<file path="src/rtl/smi_pkg.sv">
// Shared SMI definitions: default bus widths and the arbiter state encoding.
package smi_pkg;

  localparam int unsigned SMI_ADDR_W = 6;
  localparam int unsigned SMI_DATA_W = 64;

  typedef logic [1:0] smi_state_t;

  localparam smi_state_t StIdle = 2'd0;
  localparam smi_state_t StReq  = 2'd1;
  localparam smi_state_t StResp = 2'd2;

endpackage

</file>
<file path="src/rtl/rr_pick.sv">
// Combinational round-robin picker: first valid index at or after ptr_i, wrapping modulo N_REQ.
module rr_pick #(
  parameter int unsigned N_REQ = 4,
  localparam int unsigned IDX_W = $clog2(N_REQ)
) (
  input  logic [N_REQ-1:0] valid_i,
  input  logic [IDX_W-1:0] ptr_i,
  output logic [IDX_W-1:0] idx_o,
  output logic             found_o
);

  int unsigned      cand;
  logic [IDX_W-1:0] cand_idx;
  logic             found;
  logic [IDX_W-1:0] idx;

  always_comb begin
    found    = 1'b0;
    idx      = '0;
    cand     = 0;
    cand_idx = '0;
    for (int unsigned k = 0; k < N_REQ; k++) begin
      cand     = (32'(ptr_i) + k) % N_REQ;
      cand_idx = IDX_W'(cand);
      if (!found && valid_i[cand_idx]) begin
        found = 1'b1;
        idx   = cand_idx;
      end
    end
  end

  assign idx_o   = idx;
  assign found_o = found;

endmodule

</file>
<file path="src/rtl/smi_arbiter.sv">
// Round-robin arbiter sharing one SMI port between N_REQ requesters, one transaction in flight,
// with the response steered back to the registered owner.
module smi_arbiter
  import smi_pkg::*;
#(
  parameter int unsigned N_REQ  = 4,
  parameter int unsigned ADDR_W = SMI_ADDR_W,
  parameter int unsigned DATA_W = SMI_DATA_W,
  localparam int unsigned IDX_W = $clog2(N_REQ)
) (
  input  logic                      clk,
  input  logic                      reset,
  input  logic [N_REQ-1:0]          rq_req_valid,
  output logic [N_REQ-1:0]          rq_req_ready,
  input  logic [N_REQ-1:0]          rq_req_rw,
  input  logic [N_REQ*ADDR_W-1:0]   rq_req_addr,
  input  logic [N_REQ*DATA_W-1:0]   rq_req_data,
  output logic [N_REQ-1:0]          rq_resp_valid,
  input  logic [N_REQ-1:0]          rq_resp_ready,
  output logic [DATA_W-1:0]         rq_resp_bits,
  output logic                      smi_req_valid,
  input  logic                      smi_req_ready,
  output logic                      smi_req_bits_rw,
  output logic [ADDR_W-1:0]         smi_req_bits_addr,
  output logic [DATA_W-1:0]         smi_req_bits_data,
  input  logic                      smi_resp_valid,
  output logic                      smi_resp_ready,
  input  logic [DATA_W-1:0]         smi_resp_bits,
  output logic                      busy,
  output logic [IDX_W-1:0]          grant_idx
);

  smi_state_t       state_q, state_d;
  logic [IDX_W-1:0] grant_q, grant_d;
  logic [IDX_W-1:0] ptr_q, ptr_d;
  logic [IDX_W-1:0] win_idx;
  logic             win_found;
  logic             resp_fire;
  logic             arb_en;

  rr_pick #(
    .N_REQ (N_REQ)
  ) u_rr_pick (
    .valid_i (rq_req_valid),
    .ptr_i   (ptr_q),
    .idx_o   (win_idx),
    .found_o (win_found)
  );

  assign resp_fire = (state_q == StResp) && smi_resp_valid && rq_resp_ready[grant_q];

  always_comb begin
    state_d = state_q;
    grant_d = grant_q;
    ptr_d   = ptr_q;
    arb_en  = 1'b0;
    case (state_q)
      StIdle: arb_en = 1'b1;
      StReq:  if (smi_req_ready) state_d = StResp;
      StResp: arb_en = resp_fire;
      default: state_d = StIdle;
    endcase
    // Re-arbitrating on response fire gives back-to-back grants without an idle bubble.
    if (arb_en) begin
      if (win_found) begin
        state_d = StReq;
        grant_d = win_idx;
        ptr_d   = (win_idx == IDX_W'(N_REQ - 1)) ? '0 : win_idx + 1'b1;
      end else begin
        state_d = StIdle;
      end
    end
  end

  always_ff @(posedge clk) begin
    if (reset) begin
      state_q <= StIdle;
      grant_q <= '0;
      ptr_q   <= '0;
    end else begin
      state_q <= state_d;
      grant_q <= grant_d;
      ptr_q   <= ptr_d;
    end
  end

  always_comb begin
    rq_req_ready      = '0;
    rq_resp_valid     = '0;
    rq_resp_bits      = '0;
    smi_req_valid     = 1'b0;
    smi_req_bits_rw   = 1'b0;
    smi_req_bits_addr = '0;
    smi_req_bits_data = '0;
    smi_resp_ready    = 1'b0;
    case (state_q)
      StReq: begin
        smi_req_valid          = 1'b1;
        smi_req_bits_rw        = rq_req_rw[grant_q];
        smi_req_bits_addr      = rq_req_addr[grant_q*ADDR_W +: ADDR_W];
        smi_req_bits_data      = rq_req_data[grant_q*DATA_W +: DATA_W];
        rq_req_ready[grant_q]  = smi_req_ready;
      end
      StResp: begin
        rq_resp_valid[grant_q] = smi_resp_valid;
        rq_resp_bits           = smi_resp_bits;
        smi_resp_ready         = rq_resp_ready[grant_q];
      end
      default: ;
    endcase
  end

  assign busy      = (state_q != StIdle);
  assign grant_idx = grant_q;

endmodule
</file>
<file path="config.mk">
export PLATFORM = sky130hd
export DESIGN_NAME = smi_arbiter
export DESIGN_NICKNAME = d
export VERILOG_FILES = /design/src/rtl/smi_pkg.sv /design/src/rtl/rr_pick.sv /design/src/rtl/smi_arbiter.sv
export SDC_FILE = /design/constraint.sdc
export NUM_CORES = 1
export LEC_CHECK = 0
export ABC_CLOCK_PERIOD_IN_PS = 1900
export CAP_MARGIN = 25
export CORE_AREA = 2 2 197 199
export CTS_CLUSTER_SIZE = 12
export DETAILED_ROUTE_END_ITERATION = 8
export DIE_AREA = 0 0 199 201
export PLACE_DENSITY_LB_ADDON = 0.05
export SYNTH_ARGS = -nofsm -noshare
export SYNTH_HDL_FRONTEND = slang
export SYNTH_SLANG_ARGS = --single-unit
</file>
<file path="constraint.sdc">
create_clock -name clk -period 1.9 [get_ports clk]
set_input_delay 0.285 -clock clk [delete_from_list [all_inputs] [get_ports clk]]
set_output_delay 0.285 -clock clk [all_outputs]
set_load 0.01 [all_outputs]
</file>
== Yosys cells after proc, flatten, opt, wreduce, memory -nomap -nowiden ==
Index checks and enable logic that the tools add are counted.
Operators by class
  equal/unequal tests: 5
  muxes and demuxes: 36
  multipliers: 1
  magnitude comparators: 6
  shift operators: 2
  reduce and logical (&&, ||, !) cells: 14
  add/subtract/negate cells: 4
  bitwise logic cells: 2
Operators with widths (number)
  variable part select 256 x 9 -> 64 bit: 1
  two-way mux 64 bit: 2
  variable part select 24 x 6 -> 6 bit: 1
  less-than comparator 2 x 3 -> 1 bit (second input constant): 5
  two-way mux 1 bit: 15
  two-way mux 2 bit: 7
  binary-select mux 1 bit (select 2 bit): 6
  bitwise AND 4 bit: 2
  two-way mux 4 bit: 2
  logical AND 1 bit: 6
  two-way mux 6 bit: 1
  adder 2 x 1 -> 2 bit (second input constant): 2
  adder 2 bit (second input constant): 2
  == test 2 bit (second input constant): 2
  multiplier 2 x 2 -> 4 bit (second input constant): 1
  case mux 2 bit (2 select lines): 1
  AND reduction 2 bit: 2
  logical NOT 1 bit: 3
  != test 3 bit (second input constant): 1
  demux 1 bit (select 2 bit): 1
  == test 2 x 1 -> 1 bit (second input constant): 1
  greater-or-equal comparator 2 x 1 -> 1 bit (second input constant): 1
  logical NOT 2 bit: 1
  != test 2 x 1 -> 1 bit (second input constant): 1
  other kinds (3): 3
Storage, ports and cells
  bits in registers: 6
  input port bits: 360
  output and inout bits: 148

== Depth between registers and ports, before layout ==
  word-level depth: 14
  gate-level depth with buffers: 6

== Modules after synthesis ==
From an unflattened synthesis, not the netlist that was laid out.
Unflattened totals
  cells, all modules: 302
  area total of the unflattened synthesis: 3032.9 sq um
By module, submodules not included
  smi_arbiter: area an instance 2955.3 sq um, times used 1, seq. area each 120.1 sq um, cells each 287
  rr_pick: area an instance 77.6 sq um, times used 1, seq. area each 0.0 sq um, cells each 15

== Worst setup path after synthesis ==
Ideal clock, no wire load.
  path type: register -> output
  from: register grant_q[0], in the netlist grant_idx[0]
  to: output smi_req_bits_addr[0]
  arrival time: 1.789 ns
  data required time: 1.615 ns
  path slack: -0.174 ns
  stages on the path, launching flop included: 6
  cell sequence: dfxtp_1 buf_4 buf_2 buf_2 mux4_2 and2_1
Between the ends
  word-level cells in the longest chain between the ends: 3
RTL lines
  start, declared: line smi_arbiter.sv:34  | logic [IDX_W-1:0] grant_q, grant_d;
  start signal, assigned: line smi_arbiter.sv:82  | grant_q <= grant_d;
  multiplier 2 x 2 -> 4 bit: line smi_arbiter.sv:100  | smi_req_bits_addr = rq_req_addr[grant_q*ADDR_W +: ADDR_W];
  variable part select 24 x 6 -> 6 bit: line smi_arbiter.sv:100
  two-way mux 6 bit: line smi_arbiter.sv:96  | case (state_q)
  end, declared: line smi_arbiter.sv:24  | output logic [ADDR_W-1:0] smi_req_bits_addr,
No other way between the ends.

== Worst setup path in the final report ==
  from: register grant_q[0], in the netlist grant_idx[0]
  to: output smi_req_bits_data[32]
Between the ends
  word-level cells in the longest chain between the ends: 2
RTL lines
  variable part select 256 x 9 -> 64 bit: line smi_arbiter.sv:101  | smi_req_bits_data = rq_req_data[grant_q*DATA_W +: DATA_W];
  two-way mux 64 bit: line smi_arbiter.sv:96
  end, declared: line smi_arbiter.sv:25  | output logic [DATA_W-1:0] smi_req_bits_data,
No other way between the ends.

==> out/results.tsv <==
metric	value	unit
utilization	25.7	%
fin_nets	1228	
crit_arrival	1820	ps
rsz0062_at_grt	yes	
grt_pass1_wl	37.0	mm
yosysUniqueCellTypes	30	
synthTopCellsByArea	mux4_2, and2_1, dfxtp_1, clkbuf_1, nor2_1	
muxShareOfSynthArea	53.4	%
ys_warn_count	0	
endpoint_kind	primary output	
p_per_area	391	nW/um2
violations	setup timing	
htreeDepth	1	
die_area	40000	um2
synth.avg_cell_area	10.3	um2
hold_violations	0	
synth_top_cell_area_share	52.7	%
area_growth	218	%
finalSetupViolCount	73	
die_w	199	um
drt-initial-drc-count	68	
drv_cap	0	
cts.sinks	6	
worstPathMaxFanout	6	
cts_tree	yes	
synth_compound_area_share	3.94	%
routed_wl	26.7	mm
synthesis.area	3080	um2
finalCriticalPeriod	2110	ps
maxSlewViolCount	0	
cp-start-kind	register	
yosys.area_share.simple	33.3	%
grt_pass1_vias	5711	
cts_root_buffer	clkbuf_16	
drc_errors	0	
skew	2.95	ps
synth-adder-area-share	0	%
overflow	0	
port_buffers	507	
die_y	201	um
irDropWorstVdd	256	uV
synth_xor_area_share	0.285	%
synth_seq_cells	6	
start_util	8.07	%
regArea	130	um2
cts.reportedPaths.clkPinSlew	40	ps
worstMarginPinSlew	509	ps
fmax	475	MHz
fin_crit_sh	111	%
synth_area_leader_cell	mux4_2	
yosysSeqAreaShare	3.90	%
slew_headroom	65.8	%
num_rows	72	
syn-num-nets	660	
coreArea	38100	um2
gp_congestion	0.794	
globalRouteTotalUtil	12.5	%
multi_input_area	2950	um2
vias_per_cell	3.57	
leakagePower	3.93	nW
syn_inst	300	
cts-buffers-inserted	3	
io_pins	508	
wl_per_cell	19.2	um
antenna_found_initial	5	
synth_top_family_by_area	multiplexers	
post-dp-hpwl	21.8	mm
mostFrequentLayoutCells	clkdlybuf4s50_1, and2_1, mux4_2, buf_6, clkbuf_2	
hp-class	reg -> reg	
fill_cells	4123	
critPathKind	reg -> out	
crit_required	1620	ps
final_common_cell	clkdlybuf4s50_1	
whs	619	ps
drtPass1Iterations	4	
grt_max_degree	33	
num_vias	4951	
drive_above_1_share	39.4	%
clock_latency	230	ps
clk_path_buf_depth	2	
drtAntennaViolNets	0	
run_status	finished, violations left	
fin_ws	-206	ps
==> layout make-up <==
class	count	area share, %
Timing Repair Buffer	597	60.9
Antenna cell	3	0.0767
Clock buffer	4	0.805
Multi-Input combinational cell	257	30.1
Inverter	3	0.115
Sequential cell	6	1.33
Tap cell	518	6.62
==> routing by layer <==
metal	track usage (%)	wire [um]	vias to the layer above	part of all wire (%)
li1	-	-	2257	-
met1	10.9	8140	2371	31
met2	26.4	15200	301	57
met3	4.70	2890	20	11
met4	2.45	417	2	1.6
met5	0	12	-	0.045
==> path summary, 6_finish.rpt <==
check | from | end | slack (ps) | cells after the start
max reg2reg | grant_idx[0] | ptr_q[1] | -140 | 10
max | grant_idx[0] | smi_req_bits_data[32] | -210 | 6
min reg2reg | register | register | 620 | 2
min | register | register | 620 | 2
==> report_power, final <==
part / switching [mW] / total, mW / internal (mW) / leakage, nW
Clock: 0.0803 / 0.359 / 0.279 / 0.0382
Combinational: 1.05 / 3.28 / 2.22 / 3.84
Sequential: 0.0365 / 0.185 / 0.149 / 0.0516
==> worst max-delay path, stage by stage (launching register included) <==
cell and delay (ps):
dfxtp_4 380, buf_12 150, clkbuf_16 150, buf_4 110, mux4_2 500, and2_1 170, clkbuf_2 120
==> repair_timing <==
action | in CTS | in global routing
endpoints found under the hold margin | 0 | 0
pin swaps | 12 | 24
gates cloned | 6 | 2
setup buffers | 26 | 25
gates resized for setup | 353 | 235
setup endpoints to repair | 151 | 126
hold buffers | 0 | 0
==> synth_stat cells (all sizes together) <==
cell type  count
nand4b         1
clkbuf        24
and2         136
nor2          11
or2            1
o22ai          1
nor2b          2
mux4          72
mux2i          2
or3b           1
o2bb2a         1
nand2          5
buf           10
a2111oi        2
a211oi         1
nand3b         2
xnor2          1
o21ai          2
dfxtp          6
a21boi         1
nand3          2
inv            3
nand2b         5
nor3           2
nor4           1
a21oi          5
==> per-stage QoR <==
step	instance area, um2	std cells	setup TNS [ps]	setup slack (ps)	total power, mW
after floorplan	3100	300	0	24.0	1.32
after global placement	9130	1328	-17450	-336	3.01
after detailed placement	9130	1328	-17680	-354	3.01
after CTS	9470	1364	-14080	-338	3.56
after global routing	9790	1388	-12900	-256	4.09
final	9790	1388	-9020	-206	3.82
==> cell families (layout without fill, tap and decap cells) <==
| family | count (synthesis) | after routing |
|---|---|---|
| AOI/OAI and AO/OA | 13 | 13 |
| xor gates and xnor gates | 1 | 1 |
| buffers and inverters | 37 | 604 |
| DFF | 6 | 6 |
| muxes | 74 | 74 |
| other | 0 | 3 |
| and+or+nand+nor | 169 | 169 |
No activity file was read; power rests on OpenSTA's default activity.
